$ cat config.mk
export PLATFORM = sky130hd
export DESIGN_NAME = ad_align_ctrl
export DESIGN_NICKNAME = d
export VERILOG_FILES = /design/src/rtl/ad_align_pkg.sv /design/src/rtl/ad_eye_tracker.sv /design/src/rtl/ad_align_ctrl.sv
export SDC_FILE = /design/constraint.sdc
export NUM_CORES = 1
export LEC_CHECK = 0
export CAP_MARGIN = 20
export CORE_ASPECT_RATIO = 0.5
export CORE_MARGIN = 5
export CORE_UTILIZATION = 25
export DETAILED_ROUTE_END_ITERATION = 8
export GPL_TIMING_DRIVEN = 0
export PLACE_DENSITY_LB_ADDON = 0.15
export SETUP_SLACK_MARGIN = 0.4
export SYNTH_ARGS = -nofsm -noshare
export SYNTH_HDL_FRONTEND = slang
export SYNTH_SLANG_ARGS = --single-unit
$ cat constraint.sdc
create_clock -name clk -period 3.2 [get_ports clk]
set_input_delay 0.48 -clock clk [delete_from_list [all_inputs] [get_ports clk]]
set_output_delay 0.48 -clock clk [all_outputs]
set_load 0.02 [all_outputs]
$ cat src/rtl/ad_align_pkg.sv
`default_nettype none
// +--------------------------------------------------------------------------+
// | ad_align_pkg                                                             |
// | Shared FSM encoding, counter sizing helper and default test pattern.     |
// | Revision: 1.0                                                            |
// +--------------------------------------------------------------------------+
package ad_align_pkg;

    typedef enum logic [3:0] {
        ST_WAIT_LOCK  = 4'd0,
        ST_SET_TAP    = 4'd1,
        ST_SETTLE     = 4'd2,
        ST_CHECK      = 4'd3,
        ST_NEXT_TAP   = 4'd4,
        ST_CENTER     = 4'd5,
        ST_SLIP_CHECK = 4'd6,
        ST_SLIP       = 4'd7,
        ST_DONE       = 4'd8
    } state_t;

    localparam logic [15:0] c_def_pattern = 16'hA55A;

    // Bits needed to hold values 0..max_val inclusive.
    function automatic int cnt_w(input int max_val);
        return (max_val < 2) ? 1 : $clog2(max_val + 1);
    endfunction

endpackage
`default_nettype wire

$ cat src/rtl/ad_eye_tracker.sv
`default_nettype none
// +--------------------------------------------------------------------------+
// | ad_eye_tracker                                                           |
// | Tracks the longest run of passing IDELAY taps and its centre tap.        |
// | Revision: 1.0                                                            |
// +--------------------------------------------------------------------------+
module ad_eye_tracker
    import ad_align_pkg::*;
#(
    parameter int TAP_W   = 5,
    parameter int MIN_EYE = 4
) (
    input  logic             clk,
    input  logic             rst_n,
    input  logic             clr,
    input  logic             upd,
    input  logic             pass,
    input  logic [TAP_W-1:0] tap,
    output logic [TAP_W-1:0] center,
    output logic             eye_ok
);

    localparam int c_len_w = cnt_w(2 ** TAP_W);
    localparam logic [c_len_w-1:0] c_len_max = c_len_w'(2 ** TAP_W);

    logic [TAP_W-1:0]   r_run_start;
    logic [TAP_W-1:0]   r_best_start;
    logic [c_len_w-1:0] r_run_len;
    logic [c_len_w-1:0] r_best_len;
    logic [TAP_W-1:0]   w_run_start;
    logic [c_len_w-1:0] w_run_len;

    always_comb begin
        w_run_start = (r_run_len == '0) ? tap : r_run_start;
        w_run_len   = (r_run_len == c_len_max) ? r_run_len : r_run_len + c_len_w'(1);
    end

    // Taps arrive in ascending order, so a strict '>' keeps the lower-start run on ties.
    always_ff @(posedge clk or negedge rst_n) begin
        if (!rst_n) begin
            r_run_start  <= '0;
            r_run_len    <= '0;
            r_best_start <= '0;
            r_best_len   <= '0;
        end else if (clr) begin
            r_run_start  <= '0;
            r_run_len    <= '0;
            r_best_start <= '0;
            r_best_len   <= '0;
        end else if (upd) begin
            if (pass) begin
                r_run_start <= w_run_start;
                r_run_len   <= w_run_len;
                if (w_run_len > r_best_len) begin
                    r_best_start <= w_run_start;
                    r_best_len   <= w_run_len;
                end
            end else begin
                r_run_len <= '0;
            end
        end
    end

    assign center = r_best_start + TAP_W'(r_best_len >> 1);
    assign eye_ok = (r_best_len >= c_len_w'(MIN_EYE));

endmodule
`default_nettype wire

$ cat src/rtl/ad_align_ctrl.sv
`default_nettype none
// +--------------------------------------------------------------------------+
// | ad_align_ctrl                                                            |
// | LVDS ADC link trainer: IDELAY eye sweep/centre, then per-channel bitslip.|
// | Revision: 1.0                                                            |
// +--------------------------------------------------------------------------+
module ad_align_ctrl
    import ad_align_pkg::*;
#(
    parameter int                NUM_CH     = 4,
    parameter int                DATA_W     = 16,
    parameter int                TAP_W      = 5,
    parameter logic [DATA_W-1:0] PATTERN    = DATA_W'(c_def_pattern),
    parameter int                SETTLE_CYC = 16,
    parameter int                CHECK_CYC  = 64,
    parameter int                MIN_EYE    = 4
) (
    input  logic                     clk,
    input  logic                     rst_n,
    input  logic                     ad_lock,
    input  logic                     train_start,
    input  logic                     tap_fixed_en,
    input  logic [TAP_W-1:0]         tap_fixed,
    input  logic [NUM_CH*DATA_W-1:0] ch_data,
    output logic [NUM_CH*TAP_W-1:0]  tap_out,
    output logic [NUM_CH-1:0]        tap_ld,
    output logic [NUM_CH-1:0]        bitslip,
    output logic [NUM_CH*DATA_W-1:0] ch_data_out,
    output logic                     data_valid,
    output logic                     aligned,
    output logic [NUM_CH-1:0]        train_err
);

    localparam int c_cnt_w  = cnt_w((SETTLE_CYC > CHECK_CYC) ? SETTLE_CYC : CHECK_CYC);
    localparam int c_slip_w = cnt_w(DATA_W);
    localparam logic [TAP_W-1:0]    c_tap_max     = '1;
    localparam logic [c_cnt_w-1:0]  c_settle_last = c_cnt_w'(SETTLE_CYC - 1);
    localparam logic [c_cnt_w-1:0]  c_check_last  = c_cnt_w'(CHECK_CYC - 1);
    localparam logic [c_slip_w-1:0] c_slip_max    = c_slip_w'(DATA_W);

    state_t                  r_state;
    logic                    r_slip_phase;
    logic [TAP_W-1:0]        r_tap;
    logic [c_cnt_w-1:0]      r_cnt;
    logic [NUM_CH-1:0]       r_pass, r_match, r_frozen, r_err, r_tap_ld, r_bitslip;
    logic [NUM_CH*TAP_W-1:0] r_tap_out;
    logic [NUM_CH*DATA_W-1:0] r_first, r_data_out;
    logic [c_slip_w-1:0]     r_slip_cnt [NUM_CH];
    logic                    r_aligned, r_valid;

    logic [NUM_CH-1:0]       w_pass, w_match, w_eye_ok, w_need, w_slip_fail, w_err_next;
    logic [NUM_CH*TAP_W-1:0] w_center_taps;
    logic                    w_first_smp, w_last_smp, w_eye_clr, w_eye_upd;

    assign w_first_smp = (r_cnt == '0);
    assign w_last_smp  = (r_cnt == c_check_last);
    assign w_eye_clr   = (r_state == ST_WAIT_LOCK);
    assign w_eye_upd   = (r_state == ST_CHECK) & w_last_smp & ad_lock;
    assign w_err_next  = r_err | w_slip_fail;

    generate
        for (genvar k = 0; k < NUM_CH; k++) begin : g_ch
            logic [DATA_W-1:0] w_smp;
            logic [TAP_W-1:0]  w_center;
            logic              w_slip_max;

            assign w_smp      = ch_data[k*DATA_W +: DATA_W];
            assign w_pass[k]  = w_first_smp | (r_pass[k] & (w_smp == r_first[k*DATA_W +: DATA_W]));
            assign w_match[k] = (w_first_smp | r_match[k]) & (w_smp == PATTERN);
            assign w_slip_max = (r_slip_cnt[k] == c_slip_max);
            assign w_need[k]      = ~r_frozen[k] & ~w_match[k] & ~w_slip_max;
            assign w_slip_fail[k] = ~r_frozen[k] & ~w_match[k] & w_slip_max;
            assign w_center_taps[k*TAP_W +: TAP_W] = w_eye_ok[k] ? w_center : tap_fixed;

            ad_eye_tracker #(
                .TAP_W   (TAP_W),
                .MIN_EYE (MIN_EYE)
            ) u_eye (
                .clk    (clk),
                .rst_n  (rst_n),
                .clr    (w_eye_clr),
                .upd    (w_eye_upd),
                .pass   (w_pass[k]),
                .tap    (r_tap),
                .center (w_center),
                .eye_ok (w_eye_ok[k])
            );
        end
    endgenerate

    always_ff @(posedge clk or negedge rst_n) begin
        if (!rst_n) begin
            r_state      <= ST_WAIT_LOCK;
            r_slip_phase <= 1'b0;
            r_tap        <= '0;
            r_cnt        <= '0;
            r_pass       <= '0;
            r_match      <= '0;
            r_frozen     <= '0;
            r_err        <= '0;
            r_tap_ld     <= '0;
            r_bitslip    <= '0;
            r_tap_out    <= '0;
            r_first      <= '0;
            r_data_out   <= '0;
            r_aligned    <= 1'b0;
            r_valid      <= 1'b0;
            for (int k = 0; k < NUM_CH; k++) r_slip_cnt[k] <= '0;
        end else begin
            r_tap_ld   <= '0;
            r_bitslip  <= '0;
            r_data_out <= ch_data;
            r_valid    <= (r_state == ST_DONE) & r_aligned & ad_lock & ~train_start;
            if (!ad_lock) begin
                r_state   <= ST_WAIT_LOCK;
                r_aligned <= 1'b0;
            end else begin
                case (r_state)
                    ST_WAIT_LOCK: begin
                        r_err        <= '0;
                        r_tap        <= '0;
                        r_cnt        <= '0;
                        r_slip_phase <= 1'b0;
                        r_tap_ld     <= '1;
                        if (tap_fixed_en) begin
                            r_tap_out <= {NUM_CH{tap_fixed}};
                            r_state   <= ST_CENTER;
                        end else begin
                            r_tap_out <= '0;
                            r_state   <= ST_SET_TAP;
                        end
                    end
                    ST_SET_TAP: begin
                        r_cnt   <= '0;
                        r_state <= ST_SETTLE;
                    end
                    ST_SETTLE: begin
                        if (r_cnt == c_settle_last) begin
                            r_cnt   <= '0;
                            r_state <= r_slip_phase ? ST_SLIP_CHECK : ST_CHECK;
                        end else begin
                            r_cnt <= r_cnt + c_cnt_w'(1);
                        end
                    end
                    ST_CHECK: begin
                        r_pass <= w_pass;
                        if (w_first_smp) r_first <= ch_data;
                        if (w_last_smp) begin
                            r_cnt   <= '0;
                            r_state <= ST_NEXT_TAP;
                        end else begin
                            r_cnt <= r_cnt + c_cnt_w'(1);
                        end
                    end
                    ST_NEXT_TAP: begin
                        r_tap_ld <= '1;
                        if (r_tap == c_tap_max) begin
                            r_tap_out <= w_center_taps;
                            r_err     <= ~w_eye_ok;
                            r_state   <= ST_CENTER;
                        end else begin
                            r_tap     <= r_tap + TAP_W'(1);
                            r_tap_out <= {NUM_CH{r_tap + TAP_W'(1)}};
                            r_state   <= ST_SET_TAP;
                        end
                    end
                    ST_CENTER: begin
                        r_frozen     <= r_err;
                        r_slip_phase <= 1'b1;
                        r_cnt        <= '0;
                        for (int k = 0; k < NUM_CH; k++) r_slip_cnt[k] <= '0;
                        r_state      <= ST_SETTLE;
                    end
                    ST_SLIP_CHECK: begin
                        r_match <= w_match;
                        if (w_last_smp) begin
                            r_cnt    <= '0;
                            r_frozen <= r_frozen | ~w_need;
                            r_err    <= w_err_next;
                            if (w_need == '0) begin
                                r_aligned <= ~|w_err_next;
                                r_state   <= ST_DONE;
                            end else begin
                                r_bitslip <= w_need;
                                r_state   <= ST_SLIP;
                            end
                        end else begin
                            r_cnt <= r_cnt + c_cnt_w'(1);
                        end
                    end
                    ST_SLIP: begin
                        for (int k = 0; k < NUM_CH; k++) begin
                            if (r_bitslip[k] && (r_slip_cnt[k] != c_slip_max))
                                r_slip_cnt[k] <= r_slip_cnt[k] + c_slip_w'(1);
                        end
                        r_state <= ST_SETTLE;
                    end
                    ST_DONE: begin
                        if (train_start) begin
                            r_aligned <= 1'b0;
                            r_state   <= ST_WAIT_LOCK;
                        end
                    end
                    default: r_state <= ST_WAIT_LOCK;
                endcase
            end
        end
    end

    assign tap_out     = r_tap_out;
    assign tap_ld      = r_tap_ld;
    assign bitslip     = r_bitslip;
    assign ch_data_out = r_data_out;
    assign data_valid  = r_valid;
    assign aligned     = r_aligned;
    assign train_err   = r_err;

endmodule
`default_nettype wire

# Yosys cells after proc, flatten, opt, wreduce, memory -nomap -nowiden
# Cells that the tools add are included.
# totals
ff_bits	299
wordCells	314
output_inout_bits	98
inputBits	74
# op_classes
eq_ne	44
order_cmp	8
n_bitwise	50
n_addsub	14
mux	108
reduce_logical	55
# op_table
op	n
$mux 5	41
$mux 6	32
$pmux 20 s2	2
$eq 16x16->1	4
$eq 16x16->1 const B	4
$mux 4	15
$mux 20	2
$reduce_and 3->1	11
$pmux 4 s7	1
$reduce_bool 2->1	13
$add 5x1->5 const B	5
$and 1x1->1	25
$eq 5x5->1 const B	5
$add 6x1->6 const B	4
$eq 6x6->1 const B	4
$ge 6x3->1 const B	4
$gt 6x6->1	4
$logic_not 6->1	4
$pmux 7 s3	1
$add 5x5->5	4
$ne 5x5->1 const B	4
$reduce_and 2->1	9
$eq 4x3->1 const B	4
$ne 3x3->1 const B	5
28 further kinds	72

# Longest topological paths before layout
# Gate-level depths: netlist of the first run.
# logic_depth
word_depth	13
mapped_depth	14
ltp_nobuf	13

# Cells and area by module
# Synthesis of the first run repeated with hierarchy kept, for this count alone.
# unflattened
cells_unflattened	1474
area_unflattened_um2	15523.6
# by_module_without_submodules
mod	area_per_inst_um2	cells_each	instances	seq_area_each_um2
ad_align_ctrl	9295.2	821	1	5205.0
ad_eye_tracker (g_ch[1].u_eye ...)	1557.7	163	3	550.5
ad_eye_tracker (g_ch[0].u_eye)	1555.2	164	1	550.5

# Worst setup path after synthesis of the first run
# No wires, ideal clock.
# synth_path
kind	register -> register
start	reg g_ch[1].u_eye.r_run_len[0]
end	reg g_ch[1].u_eye.r_best_len[1]
setup_time_ns	0.136
t_required_ns	3.064
slack_ns	0.522
stages_incl_launch_ff	15
path_buffers	1
arrival_ns	2.542
synth_period_minus_slack_ns	2.678
path_cell_list	dfrtp_1 -> inv_1 -> ha_1 -> nor4b_1 -> nand2_1 -> nand2_1 -> o21ai_0 -> ha_1 -> nand2b_1 -> a21oi_1 -> a211oi_1 -> or3_1 -> buf_2 -> o21ai_0 -> a21oi_1
# synth_via
elab_chain_cells	6
word_cells_on_any_way	10
classes_between	add/sub: 1; order compare: 1; eq/ne: 1; mux: 5; reduce/logical: 2
# synth_rtl
item	line	text
from (decl)	ad_eye_tracker.sv:28	logic [c_len_w-1:0] r_run_len;
from (signal assigned)	ad_eye_tracker.sv:53	r_run_len <= w_run_len;
$add 6x1->6 / $eq 6x6->1 (equally long branches)	ad_eye_tracker.sv:35	w_run_len = (r_run_len == c_len_max) ? r_run_len : r_run_len + c_len_w'(1);
$mux 6 *	ad_eye_tracker.sv:35	
branches (longest 4 deep; another with $gt 6x6->1)	n/a	
to (signal assigned)	ad_eye_tracker.sv:56	r_best_len <= w_run_len;
to (decl)	ad_eye_tracker.sv:29	logic [c_len_w-1:0] r_best_len;
# Mark *: on every way between the ends. The select of a mux whose other input is x is not followed.
# A chain may end at the register's enable or synchronous reset.

# Worst setup path after layout of the first run
# layout_path
start	reg g_ch[3].u_eye.r_run_len[0]
end	reg g_ch[3].u_eye.r_best_start[1]
# layout_via
elab_chain_cells	6
word_cells_on_any_way	12
classes_between	add/sub: 1; order compare: 1; eq/ne: 1; mux: 6; reduce/logical: 3
# layout_rtl
item	line	text
from (decl)	ad_eye_tracker.sv:28	
from (signal assigned)	ad_eye_tracker.sv:53	
branches (longest 6 deep; another with $add 6x1->6)	n/a	
to (signal assigned)	ad_eye_tracker.sv:55	r_best_start <= w_run_start;
to (decl)	ad_eye_tracker.sv:27	logic [TAP_W-1:0] r_best_start;
# Several ways; the timed one is not identified. The select of a mux whose other input is x is not followed.

==> results.cfg, run 1 <==
[critical_path]
cp_cell_sequence = inv_2 > ha_4 > nor4b_4 > nand2_2 > nand2_2 > o21ai_4 > ha_4 > nand2b_4 > a21oi_4 > a211oi_2 > or3_4 > clkbuf_16 > o21ai_1 > a21oi_1
reg2reg_setup_slack_ns = 0.43
cp_slowest_stage_delay_ns = 0.43
rr_startpoint = g_ch[3].u_eye.r_run_len[0]
startpoint = g_ch[3].u_eye.r_run_len[0]
cp_num_buf_inv = 2
worstSetupPathType = reg2reg
crit_family = simple AND/OR/NAND/NOR gates
endpoint_kind = flip-flop
arrival_ns = 3.15
slowest_stage = dfrtp_2
startpoint_type = flip-flop
worst-path-max-fanout = 5
cp.required_ns = 3.58

[placed_design]
place_area_um2 = 17690
place_inst = 2366
portBuffers = 171
pre_cts_ws_ns = -0.2860
post-dp-hpwl_mm = 32.18
place.gp.congestion = 0.7772

[floorplanning]
start_util_pct = 25.21
die_x_um = 355.3
fp.dieH_um = 182.7
rows = 63
dieArea_um2 = 64910
coreArea_um2 = 59120
pin_count = 172

[global_routing]
grt_max_degree = 114
antenna_found_initial = 1
grt_pass1_vias = 11560
grt_use_total_pct = 13.53
grt_pass1_wl_mm = 69.17
grt_overflow = 0

[detailed_routing]
wl_per_cell_um = 18.21
drtIter0Drc = 607
drc = 0
wirelength_mm = 44.64
drt-pass1-iter-count = 5
ant_nets = 0
routed-wl-met3_mm = 1.757
met1Wirelength_mm = 21.49
via_per_inst = 4.596
wl_met2_mm = 20.63
top_layer = met5
vias = 11270

[synthesis]
synth_top_flop_cell = dfrtp_1
syn_avg_cell_area_um2 = 10.56
synth_largest_area_cell = dfrtp_1
synth_area_leaders = dfrtp_1 (50%), mux2_2 (6.7%), ha_1 (5.0%), xor2_1 (4.9%), a21oi_1 (3.1%)
syn_area_um2 = 14910
synth_commonest_cells = dfrtp_1 (296), nand2_1 (117), a21oi_1 (91), mux2_2 (89), xor2_1 (83)
netlist-cell-type-count = 62
syn_inst = 1411
ys_seq_area_share_pct = 49.69
synth_nets = 1549
synth_top_area_share_pct = 49.69
synth_edf_count = 0
synthArstFlopShare_pct = 100.0
synth_warnings = 0
ys_seq_elements = 296
synth_most_common_cell = dfrtp_1

[sta]
period_needed_ns = 2.771
post-route-period-util_pct = 86.59
slew_headroom_pct = 41.32
fmax_ghz = 0.3609
finClkSkew_ns = 0.02226
setup_ws_ns = 0.4290
worst_pin_slew_ns = 0.8729
setup_viol_count_final = 0
holdWs_ns = 0.4758
maxSlewViolCount = 0
hold_viol_final = 0
rsz0062_at_grt = yes

[hold_path]
hold_path_class = reg2reg
min_from = tap_out[11]

[clocking]
cts_buffer_depth = 3
clockRootBuffer = clkbuf_16
clk_pin_slew_ns = 0.07
h-tree-depth = 2
cts_tree = yes
clock_latency_ns = 0.53
cts_buffers = 34
clock_sinks = 296

[finish]
n_fill_cell = 6074
area_delta_synth_final_pct = 30.42
fin_cells = 2451
finalNetCount = 1787
design_area_um2 = 19440
drive_gt1_share_pct = 16.35

[run]
drv_cap = 0

[power]
ir_drop_mv = 0.3476
pwr_density_cell_nw_per_um2 = 741.6
p_leak_nw = 8.559

[status]
outcome = complete, no violations
-- what timing repair did --
action	CTS	global route
gates cloned	0	3
buffers inserted	5	18
resized for setup	20	87
pin swaps	5	23
hold buffers	1	0
endpoints found under the setup margin	75	46
endpoints found under the hold margin	25	0
-- state kept, by name, indices dropped and copies added (netlist names), 4 cells and up --
name / flops
ch_data_out: 64
r_first: 64
g_ch.u_eye.r_best_len: 24
g_ch.u_eye.r_run_len: 24
g_ch.u_eye.r_best_start: 20
g_ch.u_eye.r_run_start: 20
r_slip_cnt: 20
tap_out: 20
r_cnt: 7
r_tap: 5
bitslip: 4
r_frozen: 4
r_match: 4
r_pass: 4
r_state: 4
train_err: 4
-- cell families after synthesis --
logic type / Yosys count / share of synthesized area [%]
AOI/OAI and AO/OA: 293 / 11.81
xor gates and xnor gates: 116 / 6.816
adders and majority gates: 64 / 5.573
buffers and inverters: 121 / 3.391
DFF: 296 / 49.69
muxes: 115 / 8.469
and+or+nand+nor: 406 / 14.25
-- where the power goes --
group | internal, mW | total, mW | switching (mW)
clock | 2.60 | 4.24 | 1.64
sequential | 4.46 | 4.94 | 0.483
combinational | 2.14 | 5.23 | 3.09
-- path summary, 6_finish.rpt --
check | depth (start not counted) | endpoint
worst max register to register | 14 | g_ch[3].u_eye.r_best_start[1]
worst min-delay path | 2 | tap_out[11]
worst max-delay path | 14 | g_ch[3].u_eye.r_best_start[1]
min in group asynchronous | 2 | ch_data_out[0]
max in group asynchronous | 3 | g_ch[3].u_eye.r_run_len[2]
worst min register to register | 2 | tap_out[11]
-- layout make-up --
| cell class | count | area (um2) | area share [%] |
|---|---|---|---|
| buffer | 63 | 321.6 | 1.654 |
| inverter | 58 | 217.7 | 1.120 |
| multi-input combinational | 994 | 7301 | 37.55 |
| tap | 780 | 975.9 | 5.020 |
| clock inverter | 8 | 145.1 | 0.7466 |
| timing repair buffer | 202 | 2013 | 10.36 |
| clock buffer | 49 | 1051 | 5.406 |
| antenna | 1 | 2.502 | 0.01287 |
| sequential | 296 | 7413 | 38.13 |
-- layout by cell type, fill, tap and decap left out, types with 25 or more instances in the layout --
master,n
nand2_1,108
clkbuf_16,38
o21ai_0,55
a21oi_1,84
clkdlybuf4s50_1,170
mux2_2,89
buf_4,30
inv_1,53
nor2_1,66
o21ai_1,31
dfrtp_1,291
nand4_1,25
xor2_1,83
nand3_1,67
ha_1,58
xnor2_1,31
mux2i_1,26
clkbuf_1,37
-- layer usage --
metal,up-vias,GRT usage (%)
met5,-,0
met2,141,22.19
met4,2,2.836
li1,5469,-
met3,52,2.527
met1,5601,18.74
-- stage by stage --
stage               TNS (ns)  util, %  power (mW)
global route               0    32.88       15.34
floorplan                  0        -       7.901
CTS                        0    32.17       14.15
detailed placement   -0.3586    29.92       9.755
global placement    -3735.33    29.76       9.736
finish                     0    32.88       14.42
-- worst reg2reg max path, cell delays in order, from the launching register on --
cell and delay (ns):
dfrtp_2 0.43, inv_2 0.09, ha_4 0.13, nor4b_4 0.27, nand2_2 0.19, nand2_2 0.13
o21ai_4 0.08, ha_4 0.29, nand2b_4 0.06, a21oi_4 0.12, a211oi_2 0.06, or3_4 0.42
clkbuf_16 0.18, o21ai_1 0.12, a21oi_1 0.08
No activity file was read; power rests on OpenSTA's default activity.
==> run 2, diff against run 1 <==
CORE_MARGIN = default   (was 5)
CTS_CLUSTER_DIAMETER = 80   (was default)
CTS_CLUSTER_SIZE = 14   (was default)
==> results.cfg, run 2 (synthesized netlist as in run 1, its figures left out) <==
[power]
pwr_density_cell_nw_per_um2 = 698.2
p_leak_nw = 8.356
ir_drop_mv = 0.3524

[finish]
mostFrequentLayoutCells = dfrtp_1 (292), clkdlybuf4s50_1 (170), nand2_1 (108)
area_delta_synth_final_pct = 28.42
n_fill_cell = 5901
fin_cells = 2412
finalNetCount = 1780
final_common_cell = dfrtp_1
drive_gt1_share_pct = 16.86
final_util_pct = 32.95

[global_routing]
grt_max_degree = 89
grt_pass1_vias = 11250
grt_pass1_wl_mm = 68.44
grt_use_total_pct = 14.42
grt_overflow = 0
antenna_found_initial = 2

[floorplanning]
coreArea_um2 = 58100
start_util_pct = 25.66
dieArea_um2 = 60670
pin_count = 172
rows = 62
die_x_um = 347.3
fp.dieH_um = 174.7

[sta]
worst_pin_slew_ns = 0.8540
fmax_ghz = 0.3693
maxSlewViolCount = 0
rsz0062_at_grt = yes
hold_viol_final = 0
finClkSkew_ns = 0.01711
holdWs_ns = 0.4146
setup_viol_count_final = 0
post-route-period-util_pct = 84.63
setup_ws_ns = 0.4919
period_needed_ns = 2.708
slew_headroom_pct = 42.59

[detailed_routing]
via_per_inst = 4.651
drt-pass1-iter-count = 5
wirelength_mm = 43.82
drc = 0
vias = 11220
wl_per_cell_um = 18.17
ant_nets = 0
drtIter0Drc = 570

[critical_path]
endpoint_kind = flip-flop
worst-path-max-fanout = 10
arrival_ns = 3.13
worstSetupPathType = reg2reg
startpoint_type = flip-flop
cp.required_ns = 3.62

[clocking]
cts_buffer_depth = 3
clock_sinks = 296
clockRootBuffer = clkbuf_16
clock_latency_ns = 0.57
cts_buffers = 25
cts_tree = yes
clk_pin_slew_ns = 0.07
h-tree-depth = 1

[run]
drv_cap = 0

[placed_design]
place.gp.congestion = 0.7759
post-dp-hpwl_mm = 31.74
pre_cts_ws_ns = -0.3086
portBuffers = 171
place_inst = 2355

[status]
outcome = complete, no violations

[hold_path]
hold_path_class = in2async
## run 2: changes by cell type in the layout (fill, tap and decap cells not counted), moves of 4 or more
cell       before  now
o21ai_4         1    7
ha_1           58   53
o21ai_2        15   21
o21ai_1        31   19
a21oi_1        84   80
clkbuf_8        8    0
clkbuf_1       37   32
clkbuf_16      38   28
a21oi_2         7   11
## run 2: repair_timing
item / CTS / global route
gates resized for setup: 25 / 120
setup buffers: 4 / 19
endpoints found under the setup margin: 45 / 108
endpoints found under the hold margin: 57 / 0
hold buffers: 1 / 0
gates cloned: 0 / 4
pin swaps: 2 / 28
## run 2: worst max-delay path: stages (launching register included)
cell      delay, ns
dfrtp_2        0.40
inv_1          0.08
ha_2           0.18
nor4b_4        0.25
nand2_2        0.15
nand2_2        0.09
o21ai_2        0.08
ha_1           0.31
nand2b_1       0.08
a21oi_2        0.16
a211oi_2       0.07
or3_4          0.35
buf_8          0.16
o21ai_1        0.11
a21oi_1        0.08
## run 2: through the flow
stage | area [um2] | power [mW] | setup TNS [ns]
final | 19140 | 13.37 | 0
after detailed placement | 17700 | 9.746 | -1.841
after global routing | 19140 | 14.27 | 0
after floorplan | 14910 | 7.901 | 0
after CTS | 18520 | 12.85 | 0
after global placement | 17580 | 9.752 | -3767.58
## run 2: final cells by class
| cell class | instances | area, um2 | area share (%) |
|---|---|---|---|
| diodes | 1 | 2.502 | 0.01307 |
| plain buffers | 63 | 334.1 | 1.745 |
| clock buffers | 25 | 625.6 | 3.268 |
| clock inverters | 3 | 47.55 | 0.2484 |
| inverters | 58 | 217.7 | 1.137 |
| multi-input cells | 994 | 7466 | 39.00 |
| flip-flops and latches | 296 | 7412 | 38.72 |
| well taps | 768 | 960.9 | 5.020 |
| repair buffers | 204 | 2077 | 10.85 |
## run 2: final timing paths
path	from	end	slack [ns]	cells past startpoint
worst max register to register	g_ch[2].u_eye.r_run_len[0]	g_ch[2].u_eye.r_best_len[5]	0.49	14
min in group clk	ch_data[6]	ch_data_out[6]	0.45	1
worst min register to register	tap_out[6]	tap_out[6]	0.48	2
worst max-delay path	g_ch[2].u_eye.r_run_len[0]	g_ch[2].u_eye.r_best_len[5]	0.49	14
worst min-delay path	rst_n	ch_data_out[3]	0.41	2
max in group asynchronous	rst_n	r_frozen[3]	1.21	5
## run 2: layer usage
metal	up-vias	part of all wire, %	GRT usage [%]
li1	5466	-	-
met1	5571	49	20.76
met2	133	46	22.89
met3	48	2.7	2.235
met4	0	1.8	2.747
met5	-	0	0
## run 2: report_power, final
| part | leakage (nW) | internal (mW) | switching (mW) |
|---|---|---|---|
| clock network | 0.331 | 1.47 | 1.45 |
| logic | 4.20 | 2.28 | 3.22 |
| registers | 3.83 | 4.46 | 0.484 |
==> run 3, diff against run 2 <==
clock period = 2.8 ns   (was 3.2 ns; I/O delays follow)
==> results.cfg, run 3 (synthesized netlist as in run 1, its figures left out) <==
[sta]
maxSlewViolCount = 0
slew_headroom_pct = 35.01
finClkSkew_ns = 0.01263
post-route-period-util_pct = 96.18
rsz0062_at_grt = yes
period_needed_ns = 2.693
hold_viol_final = 0
fmax_ghz = 0.3713
worst_pin_slew_ns = 0.9669
setup_viol_count_final = 0
tns_ns = 0

[detailed_routing]
routed-wl-met3_mm = 1.220
drt-pass1-iter-count = 5
vias = 11250
wl_per_cell_um = 18.05
wirelength_mm = 43.94
met1Wirelength_mm = 21.63
drtIter0Drc = 613
drc = 0
via_per_inst = 4.621
top_layer = met4
wl_met2_mm = 20.06
ant_nets = 0

[floorplanning]
die_x_um = 347.3
start_util_pct = 25.66
coreArea_um2 = 58100
dieArea_um2 = 60670
rows = 62
pin_count = 172
fp.dieH_um = 174.7

[finish]
final_common_cell = dfrtp_1
drive_gt1_share_pct = 20.95
finalNetCount = 1803
insertedDiodeCount = 0
n_fill_cell = 5876
mostFrequentLayoutCells = dfrtp_1 (291), clkdlybuf4s50_1 (170), nand2_1 (104)
area_delta_synth_final_pct = 31.35

[status]
outcome = complete, no violations

[power]
switching_power_mw = 6.066
clock_power_share_pct = 21.0
p_total_mw = 15.51
switching_share_pct = 39.12
power.internal_mw = 9.442
ir_drop_mv = 0.3216
pwr_density_cell_nw_per_um2 = 792.0
pwr-share-seq_pct = 36.5
p_leak_nw = 8.561
combinationalPowerShare_pct = 42.5

[global_routing]
grt_overflow = 0
grt_pass1_vias = 11460
grt_max_degree = 85
grt_pass1_wl_mm = 69.01
antenna_found_initial = 0
grt_use_total_pct = 14.41

[placed_design]
portBuffers = 171
place.gp.congestion = 0.7862
post-dp-hpwl_mm = 31.80

[critical_path]
crit_family = simple AND/OR/NAND/NOR gates
worstSetupPathType = reg2reg
r2r_cells = 14
cp.required_ns = 3.21
worst-path-max-fanout = 5
startpoint_type = flip-flop
path_depth = 14
cp_slowest_stage_delay_ns = 0.40
cp_num_buf_inv = 2
slowest_stage = dfrtp_1
cp_cell_sequence = inv_2 > ha_4 > nor4b_4 > nand2_2 > nand2_2 > o21ai_4 > ha_4 > nand2b_1 > a21oi_2 > a211oi_2 > or3_4 > clkbuf_16 > o21ai_1 > a21oi_1
arrival_ns = 3.10
endpoint_kind = flip-flop

[clocking]
h-tree-depth = 1
cts_tree = yes
clock_sinks = 296
clockRootBuffer = clkbuf_16
cts_buffers = 25
clock_latency_ns = 0.56
cts_buffer_depth = 3
clk_pin_slew_ns = 0.07

[run]
drv_cap = 0

[hold_path]
hold_path_class = in2async
run 3: changes by cell type in the layout (fill, tap and decap cells not counted), moves of 6 or more:
cell     change
o21ai_1      -9
buf_4       +19
o21ai_0      -6
o21ai_2     +14
run 3: timing repair:
action	CTS	global route
buffers inserted	22	24
cloned	1	3
hold buffers	1	0
gates resized for setup	53	114
setup endpoints to repair	175	172
pin swaps	21	38
hold endpoints to repair	57	0
run 3: path summary, 6_finish.rpt:
| check | slack (ns) | start | end |
|---|---|---|---|
| worst max-delay path | 0.11 | g_ch[3].u_eye.r_run_len[0] | g_ch[3].u_eye.r_best_start[2] |
| worst min-delay path | 0.39 | rst_n | ch_data_out[38] |
| worst max register to register | 0.11 | g_ch[3].u_eye.r_run_len[0] | g_ch[3].u_eye.r_best_start[2] |
| worst min register to register | 0.49 | tap_out[16] | tap_out[16] |
| max in group asynchronous | 1.54 | rst_n | r_tap[0] |
| min in group clk | 0.40 | ch_data[6] | ch_data_out[6] |
run 3: final cells by class:
cell class	count	area [um2]	share of cell area (%)
multi-input cells	994	7724	39.45
clock buffers	25	625.6	3.195
well taps	768	960.9	4.908
flip-flops and latches	296	7413	37.86
inverters	58	217.7	1.112
repair buffers	227	2280	11.64
clock inverters	3	25.02	0.1278
plain buffers	63	334.1	1.706
run 3: per-stage QoR:
step / setup slack (ns) / std cells / utilization, % / hold slack [ns] / instance area (um2)
floorplan: 0.3453 / 1411 / - / 0.1244 / 15010
global placement: -13.09 / 2350 / 30.43 / 0.4668 / 17680
detailed placement: -0.7237 / 2355 / 30.64 / 0.4055 / 17800
CTS: 0.1819 / 2407 / 32.40 / 0.3575 / 18830
global route: -0.03200 / 2434 / 33.70 / 0.3833 / 19580
finish: 0.1070 / 2434 / 33.70 / 0.3889 / 19580
run 3: routing by layer:
| layer | vias to the layer above | global-route usage, % |
|---|---|---|
| met3 | 48 | 2.108 |
| met2 | 137 | 22.77 |
| met5 | - | 0 |
| met4 | 0 | 3.614 |
| met1 | 5565 | 20.60 |
| li1 | 5498 | - |
run 3: power by group through the flow:
stage          clock network, mW  logic (mW)  registers (mW)
2_1_floorplan                  0        3.29            5.86
3_5_place_dp                   0        5.51            5.77
6_report                    3.25        6.59            5.66
4_1_cts                     3.42        5.87            5.68
5_1_grt                     3.57        7.19            5.78
3_3_place_gp                   0        5.50            5.77
==> RTL edit (config.mk and constraints of run 2) <==
Register the inputs `ad_lock`, `train_start`, `tap_fixed_en`, `tap_fixed` and `ch_data` before use, without a reset. The logic sees them one clock later.
--- a/src/rtl/ad_align_ctrl.sv
+++ b/src/rtl/ad_align_ctrl.sv
@@ -40,2 +40,16 @@
 
+    logic ad_lock_q;
+    logic train_start_q;
+    logic tap_fixed_en_q;
+    logic [TAP_W-1:0] tap_fixed_q;
+    logic [NUM_CH*DATA_W-1:0] ch_data_q;
+
+    always_ff @(posedge clk) begin
+        ad_lock_q      <= ad_lock;
+        train_start_q  <= train_start;
+        tap_fixed_en_q <= tap_fixed_en;
+        tap_fixed_q    <= tap_fixed;
+        ch_data_q      <= ch_data;
+    end
+
     state_t                  r_state;
@@ -57,3 +71,3 @@
     assign w_eye_clr   = (r_state == ST_WAIT_LOCK);
-    assign w_eye_upd   = (r_state == ST_CHECK) & w_last_smp & ad_lock;
+    assign w_eye_upd   = (r_state == ST_CHECK) & w_last_smp & ad_lock_q;
     assign w_err_next  = r_err | w_slip_fail;
@@ -66,3 +80,3 @@
 
-            assign w_smp      = ch_data[k*DATA_W +: DATA_W];
+            assign w_smp      = ch_data_q[k*DATA_W +: DATA_W];
             assign w_pass[k]  = w_first_smp | (r_pass[k] & (w_smp == r_first[k*DATA_W +: DATA_W]));
@@ -72,3 +86,3 @@
             assign w_slip_fail[k] = ~r_frozen[k] & ~w_match[k] & w_slip_max;
-            assign w_center_taps[k*TAP_W +: TAP_W] = w_eye_ok[k] ? w_center : tap_fixed;
+            assign w_center_taps[k*TAP_W +: TAP_W] = w_eye_ok[k] ? w_center : tap_fixed_q;
 
@@ -111,5 +125,5 @@
             r_bitslip  <= '0;
-            r_data_out <= ch_data;
-            r_valid    <= (r_state == ST_DONE) & r_aligned & ad_lock & ~train_start;
-            if (!ad_lock) begin
+            r_data_out <= ch_data_q;
+            r_valid    <= (r_state == ST_DONE) & r_aligned & ad_lock_q & ~train_start_q;
+            if (!ad_lock_q) begin
                 r_state   <= ST_WAIT_LOCK;
@@ -124,4 +138,4 @@
                         r_tap_ld     <= '1;
-                        if (tap_fixed_en) begin
-                            r_tap_out <= {NUM_CH{tap_fixed}};
+                        if (tap_fixed_en_q) begin
+                            r_tap_out <= {NUM_CH{tap_fixed_q}};
                             r_state   <= ST_CENTER;
@@ -146,3 +160,3 @@
                         r_pass <= w_pass;
-                        if (w_first_smp) r_first <= ch_data;
+                        if (w_first_smp) r_first <= ch_data_q;
                         if (w_last_smp) begin
@@ -198,3 +212,3 @@
                     ST_DONE: begin
-                        if (train_start) begin
+                        if (train_start_q) begin
                             r_aligned <= 1'b0;
Behaviour: not the same (Yosys sat finds a counterexample within 4 cycles, from zero or initial values and one cycle with rst_n low).
==> RTL edit against run 2 <==
Global-route usage is 0.21 points lower. Synthesized area is 11% higher. Design area is 13% higher. Sequential power is 26% higher. Critical endpoint is now g_ch[2].u_eye.r_best_start[0]. Clock power is 26% higher. Setup slack worse by 0.17 ns. Power is 22% higher. Routed wire length is 10% higher. Highest routed layer unchanged. Combinational power is 17% higher. Sequential cell count is 72 higher. Non-clock buffer count is 22 higher.
==> RTL edit: results (changes against run 2) <==
critical path class=flip-flop to flip-flop; largest cells by area after synthesis=dfrtp_1, dfxtp_1, mux2_2, ha_1, xor2_1; GRT Total Usage=0.1421 (-0.002087); initial antenna violation count=0 (-2); combinational share of power=0.395 (-0.017); worst path arrival time=3.31 ns (+0.18 ns); first-pass GRT wire length=74.85 mm (+9.4%); Clk pin slew, worst setup/hold paths=0.07 ns (about the same); Slowest-stage cell, CP=dfrtp_2; sequential area share after synthesis=0.5331 (+0.03620); syn nets=1629 (+5.2%); Fin Hold WS=0.2878 ns (-0.1268 ns); TritonCTS buffer count=30 (+20%); Avg Vias per Cell=4.556 (-2.0%); Post-Synth XOR/XNOR Area=0.05593 (-0.01222); mux cell area share after synthesis=0.06731 (-0.01738); post-detailed-route wirelength per cell=18.24 µm (+0.37%); Hold WC Path Type=input pin to flip-flop; Synth Area in Compound Gates=0.1247 (+0.006583); share of layout cells above drive strength 1=0.1971 (+0.02847); adder-cell area share of the yosys netlist=0.05005 (-0.005680); ANT cells=0 (-1); vias in the first global route=12139 (+7.9%); # nets final=1887 (+6.0%); Max-slew headroom=0.3745 (-0.05145); post-route minimum period=2.879 ns (+0.1704 ns); cell-internal power=10.10 mW (+23%); outcome=finished clean; routability cong.=0.8241 (+6.2%); Max Fanout on Critical Path=3 (-7); IR drop worst, VDD=469.3 µV (+33%); FF-to-FF setup slack=0.32 ns (-0.17 ns); CP endpoint=g_ch[2].u_eye.r_best_start[0]; hpwl dp=34.50 mm (+8.7%); sequential share of power=0.380 (+0.010); distinct cell type count after synthesis=74 (+19%); R2R depth=13 (-1); max incr delay on CP=0.45 ns (+0.05 ns); FFs w/ async S/R, synth=0.8043 (-0.1957); input/output buffers=171 (unchanged); top post-synthesis cells by count=dfrtp_1, nand2_1, a21oi_1, xor2_1, o21ai_0; pre-CTS WS=-0.08961 ns (+0.2190 ns); initial DRC count=795 (+39%); P per Cell Area=754.5 nW/µm² (+8.1%); Fillers=6589 (+12%); Skew-Pair Late Insertion Delay=0.63 ns (+0.06 ns); Static Leak=9.214 nW (+10%); Final Skew=0.05922 ns (+0.04211 ns); largest net degree at the start of global routing=108 (+21%)
==> RTL edit: repair_timing <==
item	4_1_cts	5_1_grt
endpoints found under the hold margin	42	0
pin swaps	9	49
setup buffers	11	32
gates resized for setup	62	142
hold buffers	1	0
cloned	0	6
endpoints found under the setup margin	67	75
==> RTL edit: through the flow <==
stage / TNS, ns / utilization / area (µm²) / std cells
4_1_cts: 0 / 0.3183 / 20790 / 2617
6_report: 0 / 0.3315 / 21650 / 2655
2_1_floorplan: 0 / - / 16600 / 1491
3_5_place_dp: -0.4281 / 0.2990 / 19530 / 2551
5_1_grt: 0 / 0.3315 / 21650 / 2655
3_3_place_gp: -3871.70 / 0.2973 / 19420 / 2546
==> RTL edit: cells by family after synthesis <==
kind of cell	count (synthesis)
adder cells (fa/ha/maj)	64
AND/OR/NAND/NOR	420
XOR/XNOR	106
flip-flops	368
AO/OA/AOI/OAI	298
buffers and inverters	132
multiplexers	103
==> RTL edit: layout make-up <==
cell class | count | area share
clock inverter | 3 | 0.003005
inverter | 69 | 0.01196
multi-input combinational | 991 | 0.3658
timing repair buffer | 226 | 0.1029
buffer | 63 | 0.01716
tap | 884 | 0.05109
clock buffer | 51 | 0.03878
sequential | 368 | 0.4094
==> RTL edit: critical path, delay by kind of cell (launching register included) <==
family | cells | cell delay (ns)
AOI/OAI and AO/OA | 4 | 0.76
and+or+nand+nor | 3 | 0.58
buffers and inverters | 4 | 0.52
DFF | 1 | 0.45
adders and majority gates | 2 | 0.40
==> RTL edit: layer usage <==
| metal | routed length [µm] | global-route usage |
|---|---|---|
| met3 | 1360 | 0.02171 |
| met4 | 961 | 0.02912 |
| met5 | 0 | 0 |
| met2 | 22900 | 0.2355 |
| met1 | 23190 | 0.1962 |
